[src/rtl/char_writer.sv]
// Write-side controller for the character buffer RAM: tracks the cursor, writes
// printable bytes and streams scroll/clear sequences through the RAM ports.
module char_writer #(
    parameter int         COLS      = 80,
    parameter int         ROWS      = 25,
    parameter int         BUF_SIZE  = 2000,
    parameter int         ADDR_BITS = 11,
    parameter logic [7:0] BLANK     = 8'h20
) (
    input  logic                 clk,
    input  logic                 reset_n,
    input  logic [7:0]           in_data,
    input  logic                 in_valid,
    output logic                 in_ready,
    output logic [ADDR_BITS-1:0] waddr,
    output logic [7:0]           wdata,
    output logic                 write_en,
    output logic [ADDR_BITS-1:0] raddr,
    output logic                 read_en,
    input  logic [7:0]           rdata,
    output logic [6:0]           cursor_x,
    output logic [4:0]           cursor_y
);
    typedef logic [ADDR_BITS-1:0] addr_t;
    typedef enum logic [1:0] {IDLE, SCROLL, BLANKROW, CLEAR} state_t;

    localparam addr_t      A_ONE       = addr_t'(1);
    localparam addr_t      A_COLS      = addr_t'(COLS);
    localparam addr_t      A_COLS_M1   = addr_t'(COLS - 1);
    localparam addr_t      A_SCROLL    = addr_t'((ROWS - 1) * COLS);
    localparam addr_t      A_SCROLL_M1 = addr_t'((ROWS - 1) * COLS - 1);
    localparam addr_t      A_LAST      = addr_t'(BUF_SIZE - 1);
    localparam logic [6:0] X_MAX       = 7'(COLS - 1);
    localparam logic [4:0] Y_MAX       = 5'(ROWS - 1);

    state_t     state_q, state_d;
    addr_t      cnt_q, cnt_d;
    logic [6:0] x_q, x_d;
    logic [4:0] y_q, y_d;
    addr_t      waddr_q, waddr_d;
    addr_t      raddr_q, raddr_d;
    logic [7:0] wdata_q, wdata_d;
    logic       write_en_q, write_en_d;
    logic       read_en_q, read_en_d;
    addr_t      cur_addr;

    assign cur_addr = addr_t'(y_q) * A_COLS + addr_t'(x_q);

    always_comb begin
        // NOTE: every _d gets a default before the case so no path can infer a latch.
        state_d    = state_q;
        cnt_d      = cnt_q;
        x_d        = x_q;
        y_d        = y_q;
        waddr_d    = waddr_q;
        raddr_d    = raddr_q;
        wdata_d    = wdata_q;
        write_en_d = 1'b0;
        read_en_d  = 1'b0;
        unique case (state_q)
            IDLE: begin
                if (in_valid) begin
                    if (in_data >= 8'h20 && in_data <= 8'h7E) begin
                        write_en_d = 1'b1;
                        waddr_d    = cur_addr;
                        wdata_d    = in_data;
                        if (x_q != X_MAX) x_d = x_q + 7'd1;
                    end else begin
                        case (in_data)
                            8'h0D: x_d = '0;
                            8'h08: begin
                                if (x_q != '0) x_d = x_q - 7'd1;
                            end
                            8'h0A: begin
                                if (y_q != Y_MAX) begin
                                    y_d = y_q + 5'd1;
                                end else begin
                                    state_d   = SCROLL;
                                    cnt_d     = '0;
                                    read_en_d = 1'b1;
                                    raddr_d   = A_COLS;
                                end
                            end
                            8'h0C: begin
                                state_d    = CLEAR;
                                cnt_d      = '0;
                                x_d        = '0;
                                y_d        = '0;
                                write_en_d = 1'b1;
                                waddr_d    = '0;
                                wdata_d    = BLANK;
                            end
                            default: ;
                        endcase
                    end
                end
            end
            // Count k: rdata holds the row-below byte read in k-1, copied up one row.
            SCROLL: begin
                if (cnt_q != '0) begin
                    write_en_d = 1'b1;
                    waddr_d    = cnt_q - A_ONE;
                    wdata_d    = rdata;
                end
                if (cnt_q < A_SCROLL_M1) begin
                    read_en_d = 1'b1;
                    raddr_d   = A_COLS + cnt_q + A_ONE;
                end
                if (cnt_q == A_SCROLL) begin
                    state_d = BLANKROW;
                    cnt_d   = '0;
                end else begin
                    cnt_d = cnt_q + A_ONE;
                end
            end
            BLANKROW: begin
                write_en_d = 1'b1;
                waddr_d    = A_SCROLL + cnt_q;
                wdata_d    = BLANK;
                if (cnt_q == A_COLS_M1) begin
                    state_d = IDLE;
                    cnt_d   = '0;
                end else begin
                    cnt_d = cnt_q + A_ONE;
                end
            end
            CLEAR: begin
                if (cnt_q == A_LAST) begin
                    state_d = IDLE;
                    cnt_d   = '0;
                end else begin
                    cnt_d      = cnt_q + A_ONE;
                    write_en_d = 1'b1;
                    waddr_d    = cnt_q + A_ONE;
                    wdata_d    = BLANK;
                end
            end
            default: state_d = IDLE;
        endcase
    end

    // NOTE: sequential state uses non-blocking assignments so every flop samples pre-edge values.
    always_ff @(posedge clk or negedge reset_n) begin
        if (!reset_n) begin
            state_q    <= IDLE;
            cnt_q      <= '0;
            x_q        <= '0;
            y_q        <= '0;
            waddr_q    <= '0;
            raddr_q    <= '0;
            wdata_q    <= '0;
            write_en_q <= 1'b0;
            read_en_q  <= 1'b0;
        end else begin
            state_q    <= state_d;
            cnt_q      <= cnt_d;
            x_q        <= x_d;
            y_q        <= y_d;
            waddr_q    <= waddr_d;
            raddr_q    <= raddr_d;
            wdata_q    <= wdata_d;
            write_en_q <= write_en_d;
            read_en_q  <= read_en_d;
        end
    end

    assign in_ready = (state_q == IDLE);
    assign waddr    = waddr_q;
    assign raddr    = raddr_q;
    assign wdata    = wdata_q;
    assign write_en = write_en_q;
    assign read_en  = read_en_q;
    assign cursor_x = x_q;
    assign cursor_y = y_q;
endmodule
[config.mk]
export PLATFORM = sky130hd
export DESIGN_NAME = char_writer
export DESIGN_NICKNAME = d
export VERILOG_FILES = /design/src/rtl/char_writer.sv
export SDC_FILE = /design/constraint.sdc
export NUM_CORES = 1
export LEC_CHECK = 0
export ABC_AREA = 1
export BUFFER_PORTS_ARGS = -buffer_cell sky130_fd_sc_hd__buf_2
export CORE_MARGIN = 2
export CORE_UTILIZATION = 58
export CTS_CLUSTER_DIAMETER = 60
export DETAILED_ROUTE_END_ITERATION = 16
export PLACE_DENSITY = 0.85
export SLEW_MARGIN = 20
export SYNTH_ARGS = -nofsm -noshare
export SYNTH_HDL_FRONTEND = slang
export SYNTH_SLANG_ARGS = --single-unit
[constraint.sdc]
create_clock -name clk -period 2.7 [get_ports clk]
set_clock_uncertainty 0.2 [all_clocks]
set_input_delay 0 -clock clk [delete_from_list [all_inputs] [get_ports clk]]
set_output_delay 0 -clock clk [all_outputs]
set_load 0.05 [all_outputs]
==> impl_metrics.tcl <==
set metrics [dict create \
    placed_area_um2 4730 \
    synthesis.area_um2 4400 \
    num_vias 4690 \
    synth_edf_count 0 \
    track_usage_pct 32.7 \
    initial_core_util_pct 60.3 \
    synthDominantCellAreaShare_pct 32.4 \
    drcViolationCount 0 \
    maxCapViolations 0 \
    coreArea_um2 7290 \
    startpoint "cursor_y[1]$_DFFE_PN0P_" \
    drt_wl_total_mm 13.2 \
    numCtsBuffers 9 \
    grt_pass1_vias 4373 \
    cp.required_ps 2790 \
    path_depth 11 \
    routabilityCongestion 0.999 \
    clk_pin_slew_ps 70 \
    worst_setup_path_end_kind "flip-flop" \
    r2r.worst_path.cells 11 \
    fin_ws_ps 209 \
    hold_viol_final 1 \
    synthFlopType "dfrtp_1" \
    io_buffers 63 \
    dp_cells 776 \
    yosysSeqAreaShare_pct 32.4 \
    drive_above_1_share_pct 19.3 \
    worstMarginPinSlew_ps 891 \
    synth_top_cell_by_area "dfrtp_1" \
    worstSetupEndpoint "waddr[9]$_DFFE_PN0P_" \
    yosysWarnings 0 \
    finalCriticalPeriod_ps 2490 \
    fin_nets 747 \
    post-dp-hpwl_mm 9.26 \
    async_reset_ff_share_pct 100 \
    cts_tree "yes" \
    synthCells 628 \
    hold_slack_ps -1.97 \
    grt_overflow 0 \
    avgRoutedWirePerCell_um 16.3 \
    vias_per_cell 5.79 \
    cts_max_level 3 \
    slew_headroom_pct 40.4 \
    worstPathMaxFanout 7 \
    clkLatencyLatePin_ps 350 \
    path_delay_family "adder cells" \
    post_cts_resized 0 \
    design.die.area_um2 8290 \
    clock_sinks 57 \
    syn_nets 669 \
    grt_pass1_wl_mm 21.7 \
    final_cells 810 \
    multiInputGateArea_um2 2620 \
    die_y_um 91.1 \
    critPathMaxStageDelay_ps 570 \
    p_leak_nw 2.73 \
    grt_max_degree 41 \
    r2r-start "cursor_y[1]$_DFFE_PN0P_" \
    setup_violations 0 \
    synth_area_leaders "dfrtp_1 (32%), nand2_1 (17%), nand3_1 (8.0%)" \
    timing.rr.end "waddr[9]$_DFFE_PN0P_" \
    finish.instance_area_um2 5150 \
    hold_path_class "in2reg" \
    antenna_found_initial 0 \
    fin_crit_sh_pct 92.3 \
    yosysUniqueCellTypes 42 \
    p_total_mw 2.02 \
    post-place-ws_ps 274 \
    cp_num_buf_inv 1 \
    drv_slew 0 \
    crit_arrival_ps 2580 \
    die_width_um 91.1 \
    outcome "finished, violations left" \
    clk_path_buf_depth 2 \
    path_cells "ha_1 -> ha_1 -> fa_1 -> nand2_1 -> inv_1 -> nand4_1 -> o211ai_1 -> nand3_1 -> nand2_1 -> nor2_1 -> nor2_1" \
    synth_seq_cells 57 \
    ctsRootBufferMaster "clkbuf_8" \
    drtAntennaViolNets 0 \
    violations "negative hold slack" \
    grt_setup_unrepaired "false" \
    avgSynthCellArea_um2 7.00 \
    fin_util_pct 70.7 \
    fp-row-count 31 \
    regToRegSetupSlack_ps 210 \
    regArea_um2 1430 \
    ios 64 \
    syn2layout_area_growth_pct 17.2 \
    power_density_nw_per_um2 392 \
    drt_first_pass_iters 5 \
    setup.worst_path.start_class "flip-flop" \
    synthTopCellsByCount "nand2_1 (201), nand3_1 (70), dfrtp_1 (57)" \
    fillers 604 \
    n_antenna_cell 0 \
    maxClockFrequency_mhz 401 \
    ir_drop_mv 0.236 \
    setup_tns_ps 0 \
    crit_type "reg2reg" \
    drt_iter0_drc 514 \
    crit_path_top_delay_cell "fa_1" \
    yosysMostFrequentCell "nand2_1" \
]
==> sequential cells by signal, summed over array words and instances (netlist names) <==
signal    count
cnt_q        11
raddr        11
waddr        11
wdata         8
cursor_x      7
cursor_y      5
state_q       2
read_en       1
write_en      1
==> timing repair <==
action	CTS	global route
setup buffers	0	0
endpoints found under the hold margin	70	0
hold buffers	18	0
==> routing by layer <==
| layer | part of all wire, % | global-route usage (%) | vias to the layer above |
|---|---|---|---|
| met5 | 0 | 0 | - |
| met2 | 46 | 51.9 | 251 |
| met4 | 1.5 | 8.33 | 0 |
| li1 | - | - | 2207 |
| met3 | 8.7 | 7.55 | 26 |
| met1 | 44 | 45.3 | 2206 |
==> kinds of logic (layout without fill, tap and decap cells) <==
| family | after synthesis | after routing | synth area share [%] |
|---|---|---|---|
| AO/OA/AOI/OAI | 82 | 82 | 10.7 |
| AND/OR/NAND/NOR | 382 | 382 | 40.2 |
| XOR/XNOR | 10 | 10 | 1.99 |
| adder cells (fa/ha/maj) | 22 | 22 | 6.60 |
| buffers and inverters | 75 | 158 | 8.05 |
| flip-flops | 57 | 57 | 32.4 |
==> worst min path at each step <==
stage	end	depth (start not counted)	start	slack (ps)
2_1_floorplan	cnt_q[0]$_DFFE_PN0P_	0	reset_n	-500
3_3_place_gp	raddr[2]$_DFFE_PN0P_	1	reset_n	-240
3_5_place_dp	raddr[2]$_DFFE_PN0P_	1	reset_n	-220
4_1_cts	cursor_x[3]$_DFFE_PN0P_	7	in_data[7]	3
5_1_grt	cursor_x[3]$_DFFE_PN0P_	7	in_data[7]	70
6_report	cursor_x[3]$_DFFE_PN0P_	7	in_data[7]	-2
==> layout make-up <==
type                    count  area share (%)
flip-flops and latches     57            27.7
inverters                  57            4.20
clock buffers              11            2.74
multi-input cells         496            50.8
repair buffers             85            10.2
clock inverters             5            1.99
well taps                  99            2.40
==> power by group <==
part	total (mW)	switching (mW)	internal (mW)	leakage, nW
Clock	1.01	0.375	0.637	0.120
Sequential	0.867	0.00947	0.858	0.727
Combinational	0.142	0.0921	0.0496	1.88
==> worst reg2reg max path, stage by stage, from the launching register on <==
cell and delay, ps:
dfrtp_1 450, ha_1 320, ha_1 230, fa_1 570, nand2_1 100, inv_1 70, nand4_1 80, o211ai_1 100
nand3_1 110, nand2_1 80, nor2_1 40, nor2_1 70
==> layout by cell type (no fill, tap or decap), types with 2 or more instances in the layout <==
cell type | netlist | final
nand3_1 | 70 | 70
inv_1 | 47 | 47
or2_2 | 8 | 8
a21oi_1 | 9 | 9
bufinv_16 | 0 | 3
nor3_1 | 4 | 4
nand4_1 | 11 | 11
o21ai_0 | 52 | 52
nor2_1 | 52 | 52
buf_2 | 5 | 63
a31oi_1 | 2 | 2
nor2_2 | 8 | 8
fa_1 | 2 | 2
ha_1 | 20 | 20
dlygate4sd3_1 | 0 | 18
inv_2 | 9 | 9
nand2_2 | 9 | 9
nor2_8 | 2 | 2
a21oi_2 | 3 | 3
nand2_1 | 201 | 201
buf_4 | 4 | 4
dfrtp_1 | 57 | 57
nand3b_1 | 5 | 5
o211ai_1 | 3 | 3
nand4_2 | 2 | 2
o22ai_1 | 3 | 3
nand2_4 | 2 | 2
xor2_1 | 7 | 7
o21ai_1 | 5 | 5
clkbuf_8 | 0 | 10
xnor2_1 | 3 | 3
nor2_4 | 4 | 4
No activity file was read; power rests on OpenSTA's default activity.
